$ cat src/rtl/video_timing_pkg.sv
// Shared types and helpers for the video timing generator.
package video_timing_pkg;

  // Coordinate fields in the delay-line payload are carried at this fixed width.
  localparam int unsigned CoordW = 16;

  // Bit width needed to hold values 0..n-1, never less than one bit.
  function automatic int unsigned width_of(input int unsigned n);
    return (n <= 1) ? 1 : $clog2(n);
  endfunction

  function automatic int unsigned total_of(input int unsigned disp, input int unsigned fp,
                                           input int unsigned pulse, input int unsigned bp);
    return disp + fp + pulse + bp;
  endfunction

  // Sync bits are carried active-high and given their polarity only at the pins.
  typedef struct packed {
    logic              act;
    logic              hs;
    logic              vs;
    logic [CoordW-1:0] x;
    logic [CoordW-1:0] y;
    logic              fs;
    logic              ls;
  } vt_payload_t;

  localparam vt_payload_t PayloadIdle = '0;

endpackage

$ cat src/rtl/pipe_delay.sv
// Fixed-depth register delay line with synchronous reset to a constant value.
module pipe_delay #(
  parameter type         T       = logic,
  parameter int unsigned DEPTH   = 1,
  parameter T            RST_VAL = '0
) (
  input  logic clk,
  input  logic rst,
  input  T     din,
  output T     dout
);

  if (DEPTH == 0) begin : g_bypass
    logic unused_ctl;
    assign unused_ctl = clk ^ rst;
    assign dout = din;
  end else begin : g_shift
    T stage [DEPTH];

    // Shift one stage per clock; reset flushes every stage.
    always_ff @(posedge clk) begin
      if (rst) begin
        for (int unsigned i = 0; i < DEPTH; i++) stage[i] <= RST_VAL;
      end else begin
        stage[0] <= din;
        for (int unsigned i = 1; i < DEPTH; i++) stage[i] <= stage[i-1];
      end
    end

    assign dout = stage[DEPTH-1];
  end

endmodule

$ cat src/rtl/video_timing_gen.sv
// Parametrised video timing generator with a read request issued LEAD cycles early.
module video_timing_gen
  import video_timing_pkg::*;
#(
  parameter int unsigned HDISP  = 800,
  parameter int unsigned VDISP  = 480,
  parameter int unsigned HFP    = 40,
  parameter int unsigned HPULSE = 48,
  parameter int unsigned HBP    = 40,
  parameter int unsigned VFP    = 13,
  parameter int unsigned VPULSE = 3,
  parameter int unsigned VBP    = 29,
  parameter bit          HS_POL = 1'b0,
  parameter bit          VS_POL = 1'b0,
  parameter int unsigned LEAD   = 2
) (
  input  logic                         pixel_clk,
  input  logic                         pixel_rst,
  input  logic                         enable,
  output logic                         rd_req,
  output logic                         HS,
  output logic                         VS,
  output logic                         BLANK,
  output logic [width_of(HDISP)-1:0]   x,
  output logic [width_of(VDISP)-1:0]   y,
  output logic                         frame_start,
  output logic                         line_start
);

  localparam int unsigned HTOTAL = total_of(HDISP, HFP, HPULSE, HBP);
  localparam int unsigned VTOTAL = total_of(VDISP, VFP, VPULSE, VBP);
  localparam int unsigned HW     = width_of(HTOTAL);
  localparam int unsigned VW     = width_of(VTOTAL);
  localparam int unsigned XW     = width_of(HDISP);
  localparam int unsigned YW     = width_of(VDISP);

  if (HDISP == 0 || VDISP == 0 || HPULSE == 0 || LEAD > 15 ||
      XW > CoordW || YW > CoordW) begin : g_bad_params
    $error("video_timing_gen: illegal parameter set");
  end

  logic [HW-1:0] hcnt_q;
  logic [VW-1:0] vcnt_q;
  logic          frame_en_q;
  logic          h_last, v_last;
  logic [31:0]   h, v;

  assign h_last = (hcnt_q == HW'(HTOTAL - 1));
  assign v_last = (vcnt_q == VW'(VTOTAL - 1));
  // Compare in 32 bits so porch sums equal to the total never truncate.
  assign h      = 32'(hcnt_q);
  assign v      = 32'(vcnt_q);

  // Raster counters; enable is only taken at the last pixel of a frame.
  always_ff @(posedge pixel_clk) begin
    if (pixel_rst) begin
      hcnt_q     <= '0;
      vcnt_q     <= '0;
      frame_en_q <= 1'b0;
    end else if (h_last) begin
      hcnt_q <= '0;
      vcnt_q <= v_last ? '0 : vcnt_q + 1'b1;
      if (v_last) frame_en_q <= enable;
    end else begin
      hcnt_q <= hcnt_q + 1'b1;
    end
  end

  vt_payload_t s0_d, s0_q, out_p;

  // Decode the current raster position into the stage-0 payload.
  always_comb begin
    s0_d     = PayloadIdle;
    s0_d.act = (h < HDISP) && (v < VDISP) && frame_en_q;
    s0_d.hs  = (h >= HDISP + HFP) && (h < HDISP + HFP + HPULSE);
    s0_d.vs  = (v >= VDISP + VFP) && (v < VDISP + VFP + VPULSE);
    s0_d.x   = s0_d.act ? CoordW'(hcnt_q) : '0;
    s0_d.y   = s0_d.act ? CoordW'(vcnt_q) : '0;
    s0_d.fs  = s0_d.act && (h == 0) && (v == 0);
    s0_d.ls  = s0_d.act && (h == 0);
  end

  // Stage-0 register; its act bit is the read request itself.
  always_ff @(posedge pixel_clk) begin
    if (pixel_rst) s0_q <= PayloadIdle;
    else           s0_q <= s0_d;
  end

  pipe_delay #(
    .T       (vt_payload_t),
    .DEPTH   (LEAD),
    .RST_VAL (PayloadIdle)
  ) u_delay (
    .clk  (pixel_clk),
    .rst  (pixel_rst),
    .din  (s0_q),
    .dout (out_p)
  );

  assign rd_req      = s0_q.act;
  assign BLANK       = out_p.act;
  assign HS          = out_p.hs ? HS_POL : ~HS_POL;
  assign VS          = out_p.vs ? VS_POL : ~VS_POL;
  assign x           = out_p.x[XW-1:0];
  assign y           = out_p.y[YW-1:0];
  assign frame_start = out_p.fs;
  assign line_start  = out_p.ls;

  logic unused_coord;
  assign unused_coord = ^{out_p.x, out_p.y};

endmodule

$ cat config.mk
export PLATFORM = sky130hd
export DESIGN_NAME = video_timing_gen
export DESIGN_NICKNAME = d
export VERILOG_FILES = /design/src/rtl/video_timing_pkg.sv /design/src/rtl/pipe_delay.sv /design/src/rtl/video_timing_gen.sv
export SDC_FILE = /design/constraint.sdc
export NUM_CORES = 1
export LEC_CHECK = 0
export CORE_MARGIN = 2
export CORE_UTILIZATION = 60
export CTS_BUF_LIST = sky130_fd_sc_hd__clkbuf_16
export CTS_CLUSTER_DIAMETER = 150
export CTS_CLUSTER_SIZE = 40
export DETAILED_ROUTE_END_ITERATION = 8
export GPL_TIMING_DRIVEN = 0
export PLACE_DENSITY = 0.9
export SLEW_MARGIN = 10
export SYNTH_ARGS = -nofsm -noshare
export SYNTH_HDL_FRONTEND = slang
export SYNTH_SLANG_ARGS = --single-unit
$ cat constraint.sdc
create_clock -name pixel_clk -period 3.65 [get_ports pixel_clk]
set_clock_uncertainty 0.05 [all_clocks]
set_input_delay 1.095 -clock pixel_clk [delete_from_list [all_inputs] [get_ports pixel_clk]]
set_output_delay 1.095 -clock pixel_clk [all_outputs]
set_load 0.005 [all_outputs]
Word level (Yosys, flattened, before mapping)
Memory sizes are Yosys's and may differ from the RTL's.
Index checks and enable logic that the tools add are counted.
- RAM bits: 74
- output and inout port bits: 25
- bits of input ports: 3
- bits in latches: 0
- flip-flop bits (word level): 58
- memory bits (read-only): 0
- word-level logic and storage cells: 45
- memories kept: 1
- memory list (memory ; depth ; width ; read ports ; clocked after Yosys merged registers in ; wr ports ; line ; source):
    u_delay.g_shift.stage ; 2 ; 37 ; 2 ; 0 ; 2 ; pipe_delay.sv:18 ; T stage [DEPTH];
- reduce and logical (&&, ||, !) cells: 11
- eq/ne operators: 2
- $mul: 0
- mux-type cells: 8
- divide/modulo/power cells: 0
- add/sub/neg operators: 2
- $lt $le $gt $ge: 6
- shift operators: 0
- bitwise operators: 3
- operators by type and width (cell ; number):
    two-way mux 37 bit ; 2
    zero test 32 bit ; 2
    adder 10 x 1 -> 10 bit, second input constant ; 2
    equality test 10 bit, second input constant ; 2
    < comparator 10 bit, second input constant ; 2
    < comparator 10 x 9 -> 1 bit, second input constant ; 2
    greater-or-equal comparator 10 bit, second input constant ; 1
    greater-or-equal comparator 10 x 9 -> 1 bit, second input constant ; 1
    two-way mux 10 bit ; 1
    logical AND 1 bit ; 6
    two-way mux 1 bit ; 5
    OR reduction 2 bit ; 2
    bitwise OR 1 bit ; 2
    AND reduction 2 bit ; 1
    inverter 1 bit ; 1

Logic depth before layout (Yosys ltp)
Gate-level depths: netlist of run 1.
- depth after elaboration: 5
- depth in mapped cells: 7
- mapped depth without buffers: 6

Cells and area by module
From an unflattened synthesis of run 1, not the netlist that was laid out.
- cell total of the unflattened synthesis: 376
- area, all modules: 4120.2 µm²
- modules (own cells, without submodules) (module ; area an instance (µm²) ; times used ; cells each ; seq. area each (µm²)):
    pipe_delay ; 2306.0 ; 1 ; 193 ; 1481.4
    video_timing_gen ; 1814.2 ; 1 ; 183 ; 920.9

Least setup slack after synthesis of run 1
OpenSTA, ideal clock, no wires.
- path kind: in2reg
- start point: in pixel_rst
- end point: reg frame_en_q
- arrival time: 1.814 ns
- buffers on the path: 1
- stages on the path: 3
- data required time: 3.526 ns
- library setup time: 0.074 ns
- slack: 1.711 ns
- cell sequence: clkbuf_1 or4b_1 o21ai_0
- RTL lines (what ; line ; source):
    from (decl) ; video_timing_gen.sv:18 ; input logic pixel_rst,
    to (signal assigned) ; video_timing_gen.sv:63 ; if (v_last) frame_en_q <= enable;
    to (decl) ; video_timing_gen.sv:44 ; logic frame_en_q;

Worst setup path after layout of run 1
- start point: in pixel_rst
- end point: reg s0_q[35] (netlist bit)
- RTL lines (what ; line ; source):
    to (signal assigned) ; video_timing_gen.sv:85 ; if (pixel_rst) s0_q <= PayloadIdle;
    to (decl) ; video_timing_gen.sv:69 ; vt_payload_t s0_d, s0_q, out_p;
No word-level cell between the ends.

==> impl_metrics.toml, run 1 <==
[worst_setup_path]
r2r_end = "vcnt_q[5]"
cp.buffers_inverters = 3
rr_worst_depth = 7
crit_start = "pixel_rst"
rrSetupSlack_ns = 1.67
critical-path-slowest-cell = "clkdlybuf4s50_1"
cpPeakStageDelay_ns = 0.48
cp_data_arrival_time_ns = 2.53
worstSetupPathDepth = 4
start_kind = "primary input"
crit_family = "buffers and inverters"
worstSetupEndpointType = "flip-flop"
criticalPathCategory = "primary input to flip-flop"
path_max_fanout = 10
r2r_start = "hcnt_q[0]"
critPathRequiredTime_ns = 3.79
crit_chain = "clkdlybuf4s50_1 -> clkbuf_1 -> clkbuf_1 -> nor4_1"
crit_path_end = "s0_q[35]"
critPathMostFrequentCell = "clkbuf_1"

[cts]
root_buffer = "clkbuf_16"
cts_buffers = 9
cts-resized-gates = 0
cts_tree = "done"
cts_setup_buffers = 0
cts.sinks = 93
ctsHoldBuffers = 0
cts.htree.levels = 3
clkTransAtPathRegs_ns = 0.06
insertion_delay_ns = 0.33
cts.path.max_buffers = 2

[layout]
final_cells = 414
n_fill_cell = 341
syn2layout_area_growth_pct = 20.11
layout_common_cells = "dfxtp_1, nor2b_1, clkdlybuf4s50_1, buf_4"
final_common_cell = "dfxtp_1"
multiInputGateArea_sq_um = 1099
regArea_sq_um = 1862
drive_gt1_share_pct = 13.37
diodes = 0
nets = 349

[sta]
max_slew_margin_pct = 66.46
final_max_slew_viol_count = 0
clock.fmax_ghz = 0.4181
period_needed_ns = 2.392
min_period_over_period_pct = 65.53
tns_ns = 0
worstMarginPinSlew_ns = 0.5031
hold_viol = 0
rsz0062_at_grt = "false"
setup-violations-final = 0

[place]
gp_congestion = 0.7985
dp_hpwl_microns = 3269
port_buffers = 27
dp_cells = 399

[synth]
synthSimpleGateAreaFrac_pct = 25.59
synthMuxAreaShare_pct = 0.3112
synth_edf_count = 0
synth_seq_cells = 93
synth_xor_xnor_area_share_pct = 3.539
yosys_warnings = 0
syn_inst = 302
synth.yosys.seq_area_share_pct = 57.88
synthFlopType = "dfxtp_1"
synth_fa_ha_area_share_pct = 2.334
synth_nets = 311
postSynthAreaPerCell_sq_um = 10.65
synth_cell_types = 40
synth_compound_area_share_pct = 2.373
synth_area_sq_um = 3217
async_reset_ff_share_pct = 0
synth_top_family_by_area = "simple AND/OR/NAND/NOR gates"

[routing]
first_iter_violations = 98
ant_nets = 0
num_vias = 2052
routed_wl_microns = 5572
drc = 0
wire_per_inst_microns = 13.46
dr.pass1.iters = 4
post_drt_via_cell_ratio = 4.957

[floorplan]
die_w_microns = 77.22
die_h_microns = 77.22
ios = 28
initial_utilization_pct = 62.59
fp.dieArea_sq_um = 5963
fp.coreArea_sq_um = 5140
rows = 26

[grt]
grt_max_degree = 16
grt_overflow_total = 0
antenna_found_initial = 0
grt_pass1_wl_microns = 9342
grt_pass1_vias = 2003
grt_usage_pct = 20.20

[worst_hold_path]
holdPathStages = 1
hold_path_class = "flip-flop to flip-flop"

[power]
ir_drop_uv = 343.1
powerDensity_nw_per_um2 = 504.8
leakage_nw = 1.527

[status]
status = "finished, final reports clean"

[flow_run]
cap_viol_max_count = 0
-- routing by layer --
metal / share of wire, % / global-route usage, %
met5: 0 / 0
met4: 1.3 / 6.786
met3: 3.3 / 5.529
met2: 53 / 36.35
met1: 42 / 22.97
-- worst reg2reg max path, cell delays in order, from the launching register on --
cell,delay [ns]
dfxtp_1,0.40
ha_1,0.23
and4_1,0.23
buf_4,0.16
nand3_4,0.10
buf_6,0.15
o21bai_2,0.40
nor2_1,0.12
-- cells by family after synthesis --
family,count (synthesis)
AOI/OAI and AO/OA,12
xor gates and xnor gates,13
adders and majority gates,6
buffers and inverters,41
DFF,93
muxes,1
and+or+nand+nor,136
-- worst min-delay path by stage --
stage	from	endpoint	slack, ns
finish	u_delay.g_shift.stage[0][9]	u_delay.g_shift.stage[0][46]	0.38
global route	s0_q[27]	u_delay.g_shift.stage[0][27]	0.40
CTS	s0_q[25]	u_delay.g_shift.stage[0][25]	0.38
detailed placement	u_delay.g_shift.stage[0][34]	u_delay.g_shift.stage[0][71]	0.37
global placement	u_delay.g_shift.stage[0][18]	u_delay.g_shift.stage[0][55]	0.37
floorplan	s0_q[0]	u_delay.g_shift.stage[0][0]	0.36
-- synthesized netlist by cell type (3+ instances only) --
library cell / instances / area [sq um]
a21oi_1: 4 / 20.02
and4_1: 3 / 26.28
nor2b_1: 49 / 306.5
nand2_1: 7 / 26.28
xnor2_1: 6 / 52.55
dfxtp_1: 93 / 1862
and2_1: 19 / 118.9
nand3_1: 4 / 20.02
xor2_1: 7 / 61.31
inv_1: 8 / 30.03
buf_4: 20 / 150.1
and3_1: 4 / 25.02
nor4_1: 4 / 25.02
ha_1: 6 / 75.07
nor3_1: 4 / 20.02
nand4_1: 8 / 50.05
clkbuf_1: 8 / 30.03
nor2_1: 19 / 71.32
o21ai_0: 3 / 15.01
-- area by class of cell --
type                            count  share of cell area, %
Sequential cell                    93                  48.19
Multi-Input combinational cell    168                  28.43
Timing Repair Buffer               27                  6.995
Buffer                             33                  5.861
Clock buffer                        9                  5.829
Tap cell                           70                  2.267
Clock inverter                      6                  1.652
Inverter                            8                 0.7772
-- registers in the layout (all words and copies together), names as in the netlist --
register and flops:
hcnt_q 10, vcnt_q 10, s0_q 23, frame_en_q 1
u_delay.g_shift.stage 48, rd_req 1
-- report_power, final --
part	leakage [nW]	internal (mW)	switching (mW)
combinational	0.639	0.00901	0.0184
sequential	0.749	1.02	0.00380
clock	0.139	0.527	0.375
total	1.53	1.55	0.397
-- per-stage QoR --
step	setup slack [ns]	hold WS (ns)	util [%]	total power, mW	area [sq um]
floorplan	1.711	0.3638	-	1.062	3217
global placement	0.9383	0.3679	69.55	1.070	3575
detailed placement	0.9338	0.3704	69.55	1.071	3575
CTS	1.241	0.3838	75.17	1.962	3864
global route	1.146	0.3997	75.17	2.012	3864
finish	1.258	0.3845	75.17	1.950	3864
Power figures use the tool's default switching activity.
==> run 2: changes to the inputs <==
CORE_UTILIZATION = 50   (was 60)
PLACE_DENSITY = 0.81   (was 0.9)
clock period = 2 ns   (was 3.65 ns; I/O delays follow)
==> run 2 against run 1 <==
Net effect: worst hold slack got worse by 0.0057 ns; sequential cell count did not move; first-iteration DRC count down 57%; cell count increased by 1.9%; combinational power grew 86%; clock power is 67% higher; via count decreased by 2.2%; critical path type is now flip-flop to output port; highest routed layer unchanged.
==> impl_metrics.toml, run 2 (synthesis results as in run 1) <==
[status]
status = "finished, final reports clean"

[routing]
first_iter_violations = 42
ant_nets = 0
post_drt_via_cell_ratio = 4.756
wire_per_inst_microns = 11.62
drc = 0
routed_wl_microns = 4904
dr.pass1.iters = 4
num_vias = 2007

[layout]
nets = 349
syn2layout_area_growth_pct = 20.11
largestRegisters = "u_delay.g_shift.stage x48, s0_q x23"
drive_gt1_share_pct = 14.20
largest_register_ffs = 48
final_common_cell = "dfxtp_1"
diodes = 0
n_fill_cell = 500
layout_common_cells = "dfxtp_1, nor2b_1, clkdlybuf4s50_1, buf_4"
top_register = "u_delay.g_shift.stage"

[floorplan]
initial_utilization_pct = 51.25
ios = 28
die_w_microns = 84.21
fp.coreArea_sq_um = 6277
fp.dieArea_sq_um = 7091
rows = 29
die_h_microns = 84.21

[cts]
insertion_delay_ns = 0.33
clkTransAtPathRegs_ns = 0.07
cts.htree.levels = 3
cts.path.max_buffers = 2
root_buffer = "clkbuf_16"
ctsHoldBuffers = 0
cts_buffers = 9
cts_tree = "done"
cts.sinks = 93

[sta]
final_max_slew_viol_count = 0
min_period_over_period_pct = 94.25
worstMarginPinSlew_ns = 0.5463
max_slew_margin_pct = 62.64
rsz0062_at_grt = "false"
clock.fmax_ghz = 0.5305
setup-violations-final = 0
period_needed_ns = 1.885
hold_viol = 0
setup_ws_ns = 0.1151

[worst_setup_path]
worstSetupEndpointType = "output port"
cp_data_arrival_time_ns = 1.23
criticalPathCategory = "flip-flop to output port"
start_kind = "flip-flop"
path_max_fanout = 1
critPathRequiredTime_ns = 1.35

[power]
power_frac_seq_pct = 54.5
finalPower_mw = 3.422
clockPowerShare_pct = 44.0
powerDensity_nw_per_um2 = 885.7
ir_drop_uv = 560.9
p_int_mw = 2.710
switching_share_pct = 20.82
leakage_nw = 1.525
p_comb_share_pct = 1.5
p_switching_mw = 0.7124

[grt]
grt_use_met1_pct = 19.17
grt_usage_pct = 15.16
grt_pass1_wl_microns = 8438
grt_overflow_total = 0
use_met2_pct = 23.67
grt_pass1_vias = 1813
antenna_found_initial = 0
grt_max_degree = 16
top_usage_layer = "met2"
met3_usage_pct = 4.621

[flow_run]
cap_viol_max_count = 0

[place]
gp_congestion = 0.8586
port_buffers = 27
dp_hpwl_microns = 3208
preCtsSetupSlack_ns = -0.2686

[worst_hold_path]
hold_path_class = "flip-flop to flip-flop"
[run 2: cell count changes in the layout (fill, tap and decap cells not counted), sizes merged]
cell    delta
bufinv     -1
inv        +2
[run 2: path summary, 6_finish.rpt]
check,from,end,slack [ns],cells after the start
max,u_delay.g_shift.stage[0][55],x[0],0.12,2
min,s0_q[10],u_delay.g_shift.stage[0][10],0.38,1
max reg2reg,hcnt_q[1],vcnt_q[6],0.17,7
min reg2reg,s0_q[10],u_delay.g_shift.stage[0][10],0.38,1
[run 2: stage by stage]
stage	TNS, ns	util (%)	area [sq um]	instances	hold WS [ns]
6_report	0	61.55	3864	422	0.3787
4_1_cts	0	61.33	3850	422	0.3795
5_1_grt	0	61.55	3864	422	0.3988
3_3_place_gp	-7.535	57.09	3583	406	0.3667
3_5_place_dp	-9.275	57.09	3583	406	0.3704
2_1_floorplan	0	-	3217	302	0.3638
[run 2: final cells by class]
cell class                      instances  area, sq um  share of cell area [%]
Buffer                                 33        229.0                   5.926
Inverter                                8        30.03                  0.7772
Clock buffer                            9        225.2                   5.829
Timing Repair Buffer                   27        270.3                   6.995
Tap cell                               77        96.34                   2.494
Clock inverter                          7        41.29                   1.069
Sequential cell                        93         1863                   48.22
Multi-Input combinational cell        168         1109                   28.69
[run 2: what timing repair did]
| item | in CTS | in global routing |
|---|---|---|
| buffers inserted | 0 | 0 |
| setup endpoints to repair | 0 | 16 |
| endpoints found under the hold margin | 0 | 0 |
| resized for setup | 0 | 7 |
[run 2: per-layer routing]
metal / routed length, microns / vias to the layer above
met1: 2173 / 910
li1: - / 1036
met4: 93 / 0
met5: 0 / -
met2: 2361 / 52
met3: 276 / 9
[run 2: power groups by stage]
stage               combinational, mW  sequential, mW  clock, mW
floorplan                      0.0345            1.90          0
global placement               0.0492            1.91          0
detailed placement             0.0498            1.91          0
CTS                            0.0503            1.86       1.54
global route                   0.0584            1.86       1.61
finish                         0.0509            1.86       1.51
[run 2: critical path: stages, from the launching register on]
cell and delay (ns):
dfxtp_1 0.31, buf_4 0.10, clkdlybuf4s50_1 0.50
